==> src/rtl/aurora_64b66b_tx.sv <==
// aurora_64b66b_tx
// Turns local EDS-end / PMT-end event strobes into two-beat AXI-Stream
// frames for the Aurora 64B/66B TX user interface (USER_CLK domain).
// Beat 0 carries {frame count, header word}; beat 1 carries the end code.
// Transmission is gated on a debounced CHANNEL_UP.
module aurora_64b66b_tx #(
    parameter real         TCQ       = 0.1,
    parameter logic [31:0] HEAD_WORD = 32'h55aa_0001,
    parameter logic [7:0]  EDS_CODE  = 8'd1,
    parameter logic [7:0]  PMT_CODE  = 8'd2
) (
    input  logic        USER_CLK,
    input  logic        RESET,
    input  logic        CHANNEL_UP,
    input  logic        eds_end_i,
    input  logic        pmt_end_i,
    input  logic        tx_tready_i,
    output logic        tx_tvalid_o,
    output logic [63:0] tx_tdata_o,
    output logic [7:0]  tx_tkeep_o,
    output logic        tx_tlast_o,
    output logic [31:0] frame_cnt_o,
    output logic [15:0] merge_cnt_o,
    output logic        link_ready_o
);

    // TCQ models clock-to-q delay for simulation wrappers; the
    // registers here carry no explicit delay.

    localparam logic [1:0] TX_IDLE = 2'd0;
    localparam logic [1:0] TX_HEAD = 2'd1;
    localparam logic [1:0] TX_CODE = 2'd2;

    logic [4:0]  link_cnt_q,  link_cnt_d;
    logic        eds_prev_q,  eds_prev_d;
    logic        pmt_prev_q,  pmt_prev_d;
    logic        eds_pend_q,  eds_pend_d;
    logic        pmt_pend_q,  pmt_pend_d;
    logic [1:0]  state_q,     state_d;
    logic [7:0]  code_q,      code_d;
    logic [31:0] frame_cnt_q, frame_cnt_d;
    logic [15:0] merge_cnt_q, merge_cnt_d;

    logic        link_ready;
    logic        eds_edge, pmt_edge;
    logic        eds_take, pmt_take;
    logic        eds_merge, pmt_merge;
    logic [1:0]  merge_inc;
    logic [16:0] merge_sum;

    assign link_ready = link_cnt_q[4];

    // Link debounce: count CHANNEL_UP cycles, saturate once bit 4 is set.
    always_comb begin
        link_cnt_d = link_cnt_q;
        if (!CHANNEL_UP) begin
            link_cnt_d = 5'd0;
        end else if (!link_cnt_q[4]) begin
            link_cnt_d = link_cnt_q + 5'd1;
        end
    end

    // Frame FSM: pick a pending request (EDS first), send head then code.
    always_comb begin
        state_d     = state_q;
        code_d      = code_q;
        frame_cnt_d = frame_cnt_q;
        eds_take    = 1'b0;
        pmt_take    = 1'b0;
        case (state_q)
            TX_IDLE: begin
                if (link_ready && (eds_pend_q || pmt_pend_q)) begin
                    state_d = TX_HEAD;
                    if (eds_pend_q) begin
                        code_d   = EDS_CODE;
                        eds_take = 1'b1;
                    end else begin
                        code_d   = PMT_CODE;
                        pmt_take = 1'b1;
                    end
                end
            end
            TX_HEAD: begin
                if (!link_ready) begin
                    state_d = TX_IDLE;
                end else if (tx_tready_i) begin
                    state_d = TX_CODE;
                end
            end
            TX_CODE: begin
                // A link drop aborts the frame even if tready is high.
                if (!link_ready) begin
                    state_d = TX_IDLE;
                end else if (tx_tready_i) begin
                    state_d     = TX_IDLE;
                    frame_cnt_d = frame_cnt_q + 32'd1;
                end
            end
            default: state_d = TX_IDLE;
        endcase
    end

    // Event capture: rising edges set pending flags; repeats while pending merge.
    always_comb begin
        eds_prev_d = eds_end_i;
        pmt_prev_d = pmt_end_i;
        eds_edge   = eds_end_i & ~eds_prev_q;
        pmt_edge   = pmt_end_i & ~pmt_prev_q;
        // A flag being taken this cycle is gone, so a coincident edge re-queues.
        eds_merge  = link_ready & eds_edge & eds_pend_q & ~eds_take;
        pmt_merge  = link_ready & pmt_edge & pmt_pend_q & ~pmt_take;
        eds_pend_d = link_ready & ((eds_pend_q & ~eds_take) | eds_edge);
        pmt_pend_d = link_ready & ((pmt_pend_q & ~pmt_take) | pmt_edge);
        merge_inc  = {1'b0, eds_merge} + {1'b0, pmt_merge};
        merge_sum  = {1'b0, merge_cnt_q} + {15'd0, merge_inc};
        merge_cnt_d = merge_sum[16] ? 16'hFFFF : merge_sum[15:0];
    end

    // State registers with asynchronous reset.
    always_ff @(posedge USER_CLK or posedge RESET) begin
        if (RESET) begin
            link_cnt_q  <= 5'd0;
            eds_prev_q  <= 1'b0;
            pmt_prev_q  <= 1'b0;
            eds_pend_q  <= 1'b0;
            pmt_pend_q  <= 1'b0;
            state_q     <= TX_IDLE;
            code_q      <= 8'd0;
            frame_cnt_q <= 32'd0;
            merge_cnt_q <= 16'd0;
        end else begin
            link_cnt_q  <= link_cnt_d;
            eds_prev_q  <= eds_prev_d;
            pmt_prev_q  <= pmt_prev_d;
            eds_pend_q  <= eds_pend_d;
            pmt_pend_q  <= pmt_pend_d;
            state_q     <= state_d;
            code_q      <= code_d;
            frame_cnt_q <= frame_cnt_d;
            merge_cnt_q <= merge_cnt_d;
        end
    end

    // AXI-Stream outputs decoded from state; zero outside a frame.
    always_comb begin
        tx_tvalid_o = 1'b0;
        tx_tdata_o  = 64'd0;
        tx_tkeep_o  = 8'h00;
        tx_tlast_o  = 1'b0;
        case (state_q)
            TX_HEAD: begin
                tx_tvalid_o = 1'b1;
                tx_tdata_o  = {frame_cnt_q, HEAD_WORD};
                tx_tkeep_o  = 8'hFF;
            end
            TX_CODE: begin
                tx_tvalid_o = 1'b1;
                tx_tdata_o  = {56'd0, code_q};
                tx_tkeep_o  = 8'hFF;
                tx_tlast_o  = 1'b1;
            end
            default: ;
        endcase
    end

    assign frame_cnt_o  = frame_cnt_q;
    assign merge_cnt_o  = merge_cnt_q;
    assign link_ready_o = link_ready;

endmodule

==> config.mk <==
export PLATFORM = sky130hd
export DESIGN_NAME = aurora_64b66b_tx
export DESIGN_NICKNAME = d
export VERILOG_FILES = /design/src/rtl/aurora_64b66b_tx.sv
export SDC_FILE = /design/constraint.sdc
export NUM_CORES = 1
export LEC_CHECK = 0
export ABC_AREA = 1
export ABC_CLOCK_PERIOD_IN_PS = 2520
export BUFFER_PORTS_ARGS = -buffer_cell sky130_fd_sc_hd__buf_2
export CAP_MARGIN = 20
export CORE_UTILIZATION = 45
export CTS_CLUSTER_SIZE = 16
export DETAILED_ROUTE_END_ITERATION = 10
export HOLD_SLACK_MARGIN = 0.02
export PLACE_DENSITY = 0.76
export SYNTH_ARGS = -nofsm -noshare
export SYNTH_HDL_FRONTEND = slang
export SYNTH_SLANG_ARGS = --single-unit
export TNS_END_PERCENT = 100
==> constraint.sdc <==
create_clock -name USER_CLK -period 2.52 [get_ports USER_CLK]
set_input_delay 0.252 -clock USER_CLK [delete_from_list [all_inputs] [get_ports USER_CLK]]
set_output_delay 0.252 -clock USER_CLK [all_outputs]
set_load 0.05 [all_outputs]
==> flow_summary.ini, run 1 <==
[clocking]
cts_buffers = 9
clock_path_buffers = 2
cts_tree = built
clkSinkCount = 61
htree_levels = 3
cts-root-buf = clkbuf_8
insertion_delay_ns = 0.34
clk_pin_slew_ns = 0.07

[route]
dr_wl_met2_microns = 4175
routed.top_layer = met4
drt-total-wl_microns = 8355
first_pass_iters = 6
drcViolationCount = 0
antenna_left = 0
route.met3.wl_microns = 324
wl_per_cell_microns = 11.92
drt_iter0_markers = 147
vias = 3306
wl_met1_microns = 3749
vias_per_cell = 4.716

[sta]
fmax_mhz = 422.4
hold_viol_final = 0
finalCritPeriodShare_pct = 93.96
fin_crit_ns = 2.368
setup_viol = 0
slew_headroom_pct = 54.73
worst_slew_pin_slew_ns = 0.6738
maxSlewViolCount = 0
skew_ns = 0.009243

[yosys]
synth_top_family_by_area = simple AND/OR/NAND/NOR gates
synthSimpleGateAreaFrac_pct = 31.14
yosysTopAreaCell = dfrtp_1
synthDominantCellAreaShare_pct = 41.12
synth.distinct_cells = 31
synth_xor_area_share_pct = 6.134
yosysSeqAreaShare_pct = 41.12
netlist_instances = 488
yosys_warnings = 0
synth_compound_gate_area_share_pct = 3.202
netlist_top_cells_area = dfrtp_1 41%, nand2_1 11%, inv_1 7.7%
syn_area_sq_um = 3712
synth_mux_area_share_pct = 0
ys_seq_elements = 61
avgSynthCellArea_sq_um = 7.607
yosys.area_share.adder_pct = 2.562

[placed_design]
globalplace.congestion = 0.8294
port-buffer-count = 106
placed_area_sq_um = 4209
dp_hpwl_microns = 6240

[pwr]
pwr-share-seq_pct = 47.1
internal-power_mw = 1.608
comb_power_share_pct = 5.7
p_sw_share_pct = 23.53
p_total_mw = 2.103
p_leak_nw = 2.567
p_switching_mw = 0.4948
irDropWorstVdd_mv = 0.2700
clkPwrFrac_pct = 47.2
power_density_nw_per_um2 = 467.3

[worst_setup_path]
cp_data_required_time_ns = 2.74
critPathMaxFanout = 5
worstReg2RegEnd = merge_cnt_o[14]$_DFF_PP0_
crit_path_end = merge_cnt_o[14]$_DFF_PP0_
crit_chain = inv_1 > ha_2 > inv_2 > nand3_1 > fa_2 > inv_1 > ha_2 > nand3_2 > nor3_4 > buf_4 > nand2_1 > nor3_2 > nor2_1
path_buf_inv = 4
criticalPathCategory = flop to flop
critical-path-slowest-cell = fa_2
cp.depth = 13
r2r_start = state_q[0]$_DFFE_PP0P_
critical_path_arrival_ns = 2.59
crit_path_max_incr_delay_ns = 0.38
crit_path_end_kind = flop
cp_top_family = adder cells
crit_start = state_q[0]$_DFFE_PP0P_
startpoint_type = flop
r2r_cells = 13
rrSetupSlack_ns = 0.15

[floorplanning]
row_count = 32
core_area_sq_um = 7848
die_w_microns = 92.83
die_height_microns = 92.83
dieArea_sq_um = 8616
io_pins = 129
initial_utilization_pct = 47.31

[status]
status = completed

[global_route]
grt_pass1_vias = 3025
grt_pass1_wl_microns = 13390
overflow = 0
grt_start_max_net_pins = 34
antenna_found_initial = 0
grt_usage_pct = 19.46

[min_path]
hp-class = primary input to flop

[cells_and_area]
finalNetCount = 607
drive_above_1_share_pct = 26.21
fillers = 762
area_growth_pct = 21.20
multi_input_area_sq_um = 1720
design_area_sq_um = 4499
antennaDiodeCount = 0
seq_area_sq_um = 1528

[run]
max_cap_viol_count = 0
## sequential cells by signal, indices dropped and copies added (netlist names)
| name | cells |
|---|---|
| pmt_pend_q | 1 |
| frame_cnt_o | 32 |
| code_q | 2 |
| eds_prev_q | 1 |
| merge_cnt_o | 16 |
| state_q | 2 |
| pmt_prev_q | 1 |
| link_cnt_q | 5 |
| eds_pend_q | 1 |
## metal layers
| metal | vias up | track usage [%] |
|---|---|---|
| met5 | - | 0 |
| met4 | 0 | 7.179 |
| met3 | 9 | 2.463 |
| met2 | 90 | 34.93 |
| met1 | 1541 | 23.70 |
| li1 | 1666 | - |
## cell type report
class                   count  share of cell area (%)
multi-input cells         331                   38.24
flip-flops and latches     61                   33.95
repair buffers            115                   13.63
inverters                  76                   6.340
clock buffers              12                   3.448
well taps                 102                   2.836
clock inverters             4                   1.557
## synthesized netlist by cell type, drive strengths merged
library cell,number
o211ai,1
nand4,10
a21oi,6
nand3,37
o21ai,15
ha,6
dfrtp,61
a31oi,1
nand3b,1
fa,1
clkbuf,3
inv,76
nor3,10
conb,1
xnor2,1
buf,39
and2,1
nand2,112
and3,1
xor2,25
nor2,80
## through the flow
stage               TNS (ns)  utilization (%)  cells  hold slack, ns  setup WS [ns]
floorplan                  0                -    509          0.2834        0.02470
global placement           0            53.64    681          0.2027         0.1026
detailed placement  -0.06290            53.64    681          0.2079       -0.02444
CTS                        0            56.76    698         0.03186        0.02185
global route        -0.01244            57.33    701         0.03562       -0.01244
finish                     0            57.33    701         0.04501         0.1523
## power groups by stage
stage | registers, mW | clock network (mW) | logic [mW]
after floorplan | 1.01 | 0 | 0.124
after global placement | 1.01 | 0 | 0.118
after detailed placement | 1.01 | 0 | 0.120
after CTS | 0.989 | 1.01 | 0.121
after global routing | 0.989 | 1.05 | 0.131
final | 0.989 | 0.993 | 0.121
## worst min path at each step
stage / slack, ns / depth (start not counted) / endpoint / from
6_report: 0.05 / 1 / pmt_prev_q$_DFF_PP0_ / pmt_end_i
4_1_cts: 0.03 / 1 / pmt_prev_q$_DFF_PP0_ / pmt_end_i
3_3_place_gp: 0.20 / 2 / eds_prev_q$_DFF_PP0_ / RESET
3_5_place_dp: 0.21 / 2 / link_cnt_q[3]$_DFFE_PP0P_ / RESET
5_1_grt: 0.04 / 1 / eds_prev_q$_DFF_PP0_ / eds_end_i
2_1_floorplan: 0.28 / 0 / eds_prev_q$_DFF_PP0_ / eds_end_i
## repair_timing
item	in CTS	in global routing
hold endpoints to repair	10	0
gates resized for setup	4	5
pin swaps	2	1
hold buffers	1	0
buffers inserted	0	2
gates cloned	0	1
endpoints found under the setup margin	13	16
## cells by family after synthesis
| logic type | after synthesis |
|---|---|
| compound gates | 23 |
| fa+ha+maj | 7 |
| other cells | 1 |
| simple gates | 252 |
| xor+xnor | 26 |
| flops | 61 |
| buf+inv | 118 |
## cell usage in the layout, fill, tap and decap left out, types with 3 or more instances in the layout
cell type,count
nand2_1,107
buf_2,106
inv_1,74
nor2_1,71
dfrtp_1,60
nand3_1,33
xor2_1,25
conb_1,22
o21ai_0,14
clkbuf_8,11
nand4_1,10
nor3_1,7
buf_4,7
a21oi_1,6
nor2_4,6
nand2_2,4
ha_1,4
nand3_2,3
(Power assumes the default switching activity.)
==> run 2: changes to the inputs <==
--- a/config.mk
+++ b/config.mk
@@ -13,6 +13,7 @@
 export CTS_CLUSTER_SIZE = 16
 export DETAILED_ROUTE_END_ITERATION = 10
 export HOLD_SLACK_MARGIN = 0.02
+export MAX_ROUTING_LAYER = met4
 export PLACE_DENSITY = 0.76
 export SYNTH_ARGS = -nofsm -noshare
 export SYNTH_HDL_FRONTEND = slang
==> flow_summary.ini, run 2 (synthesis results as in run 1) <==
[clocking]
insertion_delay_ns = 0.34
clkSinkCount = 61
clock_path_buffers = 2
cts_tree = built
cts_buffers = 9
clk_pin_slew_ns = 0.07
htree_levels = 3
cts-root-buf = clkbuf_8

[sta]
maxSlewViolCount = 0
finalCritPeriodShare_pct = 93.98
hold_viol_final = 0
skew_ns = 0.009243
fmax_mhz = 422.2
setup_viol = 0
slew_headroom_pct = 54.51
whs_ns = 0.04467
fin_crit_ns = 2.368
worst_slew_pin_slew_ns = 0.6772

[floorplanning]
core_area_sq_um = 7848
initial_utilization_pct = 47.31
die_w_microns = 92.83
io_pins = 129
die_height_microns = 92.83
dieArea_sq_um = 8616
row_count = 32

[status]
status = completed

[cells_and_area]
largest_reg_flops = 32
antennaDiodeCount = 0
stdcell_count = 701
area_growth_pct = 21.20
drive_above_1_share_pct = 26.21
final_cell_mix = 107 x nand2_1, 106 x buf_2, 74 x inv_1, 71 x nor2_1, 60 x dfrtp_1
final_common_cell = nand2_1
finalNetCount = 607

[worst_setup_path]
crit_path_end_kind = flop
startpoint_type = flop
r2r_cells = 13
cp_data_required_time_ns = 2.74
critPathMaxFanout = 5
cp_top_family = adder cells
criticalPathCategory = flop to flop
critical-path-slowest-cell = fa_2
path_buf_inv = 4
critical_path_arrival_ns = 2.59
r2r_start = state_q[0]$_DFFE_PP0P_
rrSetupSlack_ns = 0.15
crit_path_max_incr_delay_ns = 0.38
crit_chain = inv_1 > ha_2 > inv_2 > nand3_1 > fa_2 > inv_1 > ha_2 > nand3_2 > nor3_4 > buf_4 > nand2_1 > nor3_2 > nor2_1
worstReg2RegEnd = merge_cnt_o[14]$_DFF_PP0_

[pwr]
irDropWorstVdd_mv = 0.2699
clkPwrFrac_pct = 47.2
p_sw_share_pct = 23.53
pwr-share-seq_pct = 47.1
comb_power_share_pct = 5.7
p_total_mw = 2.102
p_leak_nw = 2.567
internal-power_mw = 1.608
p_switching_mw = 0.4948
power_density_nw_per_um2 = 467.3

[placed_design]
dp_cells = 681
dp_hpwl_microns = 6240
globalplace.congestion = 0.8420
port-buffer-count = 106

[min_path]
min-delay-start = pmt_end_i
holdPathEnd = pmt_prev_q$_DFF_PP0_
hold_path_depth = 1
hp-class = primary input to flop

[route]
first_pass_iters = 6
drt-total-wl_microns = 8352
wl_per_cell_microns = 11.91
drt_iter0_markers = 145
antenna_left = 0
vias_per_cell = 4.718
drcViolationCount = 0
vias = 3307

[global_route]
grt_start_max_net_pins = 34
grt_pass1_wl_microns = 13370
grt_usage_pct = 19.99
overflow = 0
grt_pass1_vias = 3024
antenna_found_initial = 0

[run]
max_cap_viol_count = 0
-- run 2: cell counts in the layout (fill, tap and decap cells not counted) --
Identical to the previous run, type by type.
-- run 2: worst max-delay path by stage --
stage	from	to	slack (ns)	depth (start not counted)
after CTS	state_q[0]$_DFFE_PP0P_	merge_cnt_o[10]$_DFF_PP0_	0.02	13
final	state_q[0]$_DFFE_PP0P_	merge_cnt_o[14]$_DFF_PP0_	0.15	13
after global routing	state_q[0]$_DFFE_PP0P_	merge_cnt_o[14]$_DFF_PP0_	-0.01	13
after detailed placement	state_q[0]$_DFFE_PP0P_	merge_cnt_o[10]$_DFF_PP0_	-0.02	13
after global placement	state_q[0]$_DFFE_PP0P_	merge_cnt_o[10]$_DFF_PP0_	0.10	13
after floorplan	state_q[0]$_DFFE_PP0P_	tx_tdata_o[33]	0.02	5
-- run 2: area by class of cell --
cell class	instances	area, sq um
well taps	102	127.6
fillers	762	3348
inverters	76	285.3
multi-input cells	331	1720
flip-flops and latches	61	1528
clock inverters	4	70.07
clock buffers	12	155.1
repair buffers	115	613.1
-- run 2: repair_timing --
item | in CTS | in global routing
endpoints found under the setup margin | 13 | 16
pin swaps | 2 | 1
buffers inserted | 0 | 2
resized for setup | 4 | 5
gates cloned | 0 | 1
endpoints found under the hold margin | 10 | 0
hold buffers | 1 | 0
-- run 2: through the flow --
step,area [sq um],util [%],worst slack (ns),TNS (ns)
2_1_floorplan,3792,-,0.02470,0
3_5_place_dp,4209,53.64,-0.02444,-0.06290
5_1_grt,4499,57.33,-0.01244,-0.01244
3_3_place_gp,4209,53.64,0.1026,0
4_1_cts,4454,56.76,0.02185,0
6_report,4499,57.33,0.1516,0
-- run 2: power by group through the flow --
stage	Sequential (mW)	Clock, mW	Combinational, mW
floorplan	1.01	0	0.124
global placement	1.01	0	0.118
detailed placement	1.01	0	0.120
CTS	0.989	1.01	0.121
global route	0.989	1.05	0.131
finish	0.989	0.992	0.121
-- run 2: metal layers --
| metal | track usage [%] | part of all wire [%] |
|---|---|---|
| met5 | - | 0 |
| met4 | 7.179 | 1.2 |
| met3 | 2.463 | 3.8 |
| met2 | 34.93 | 50 |
| met1 | 23.65 | 45 |
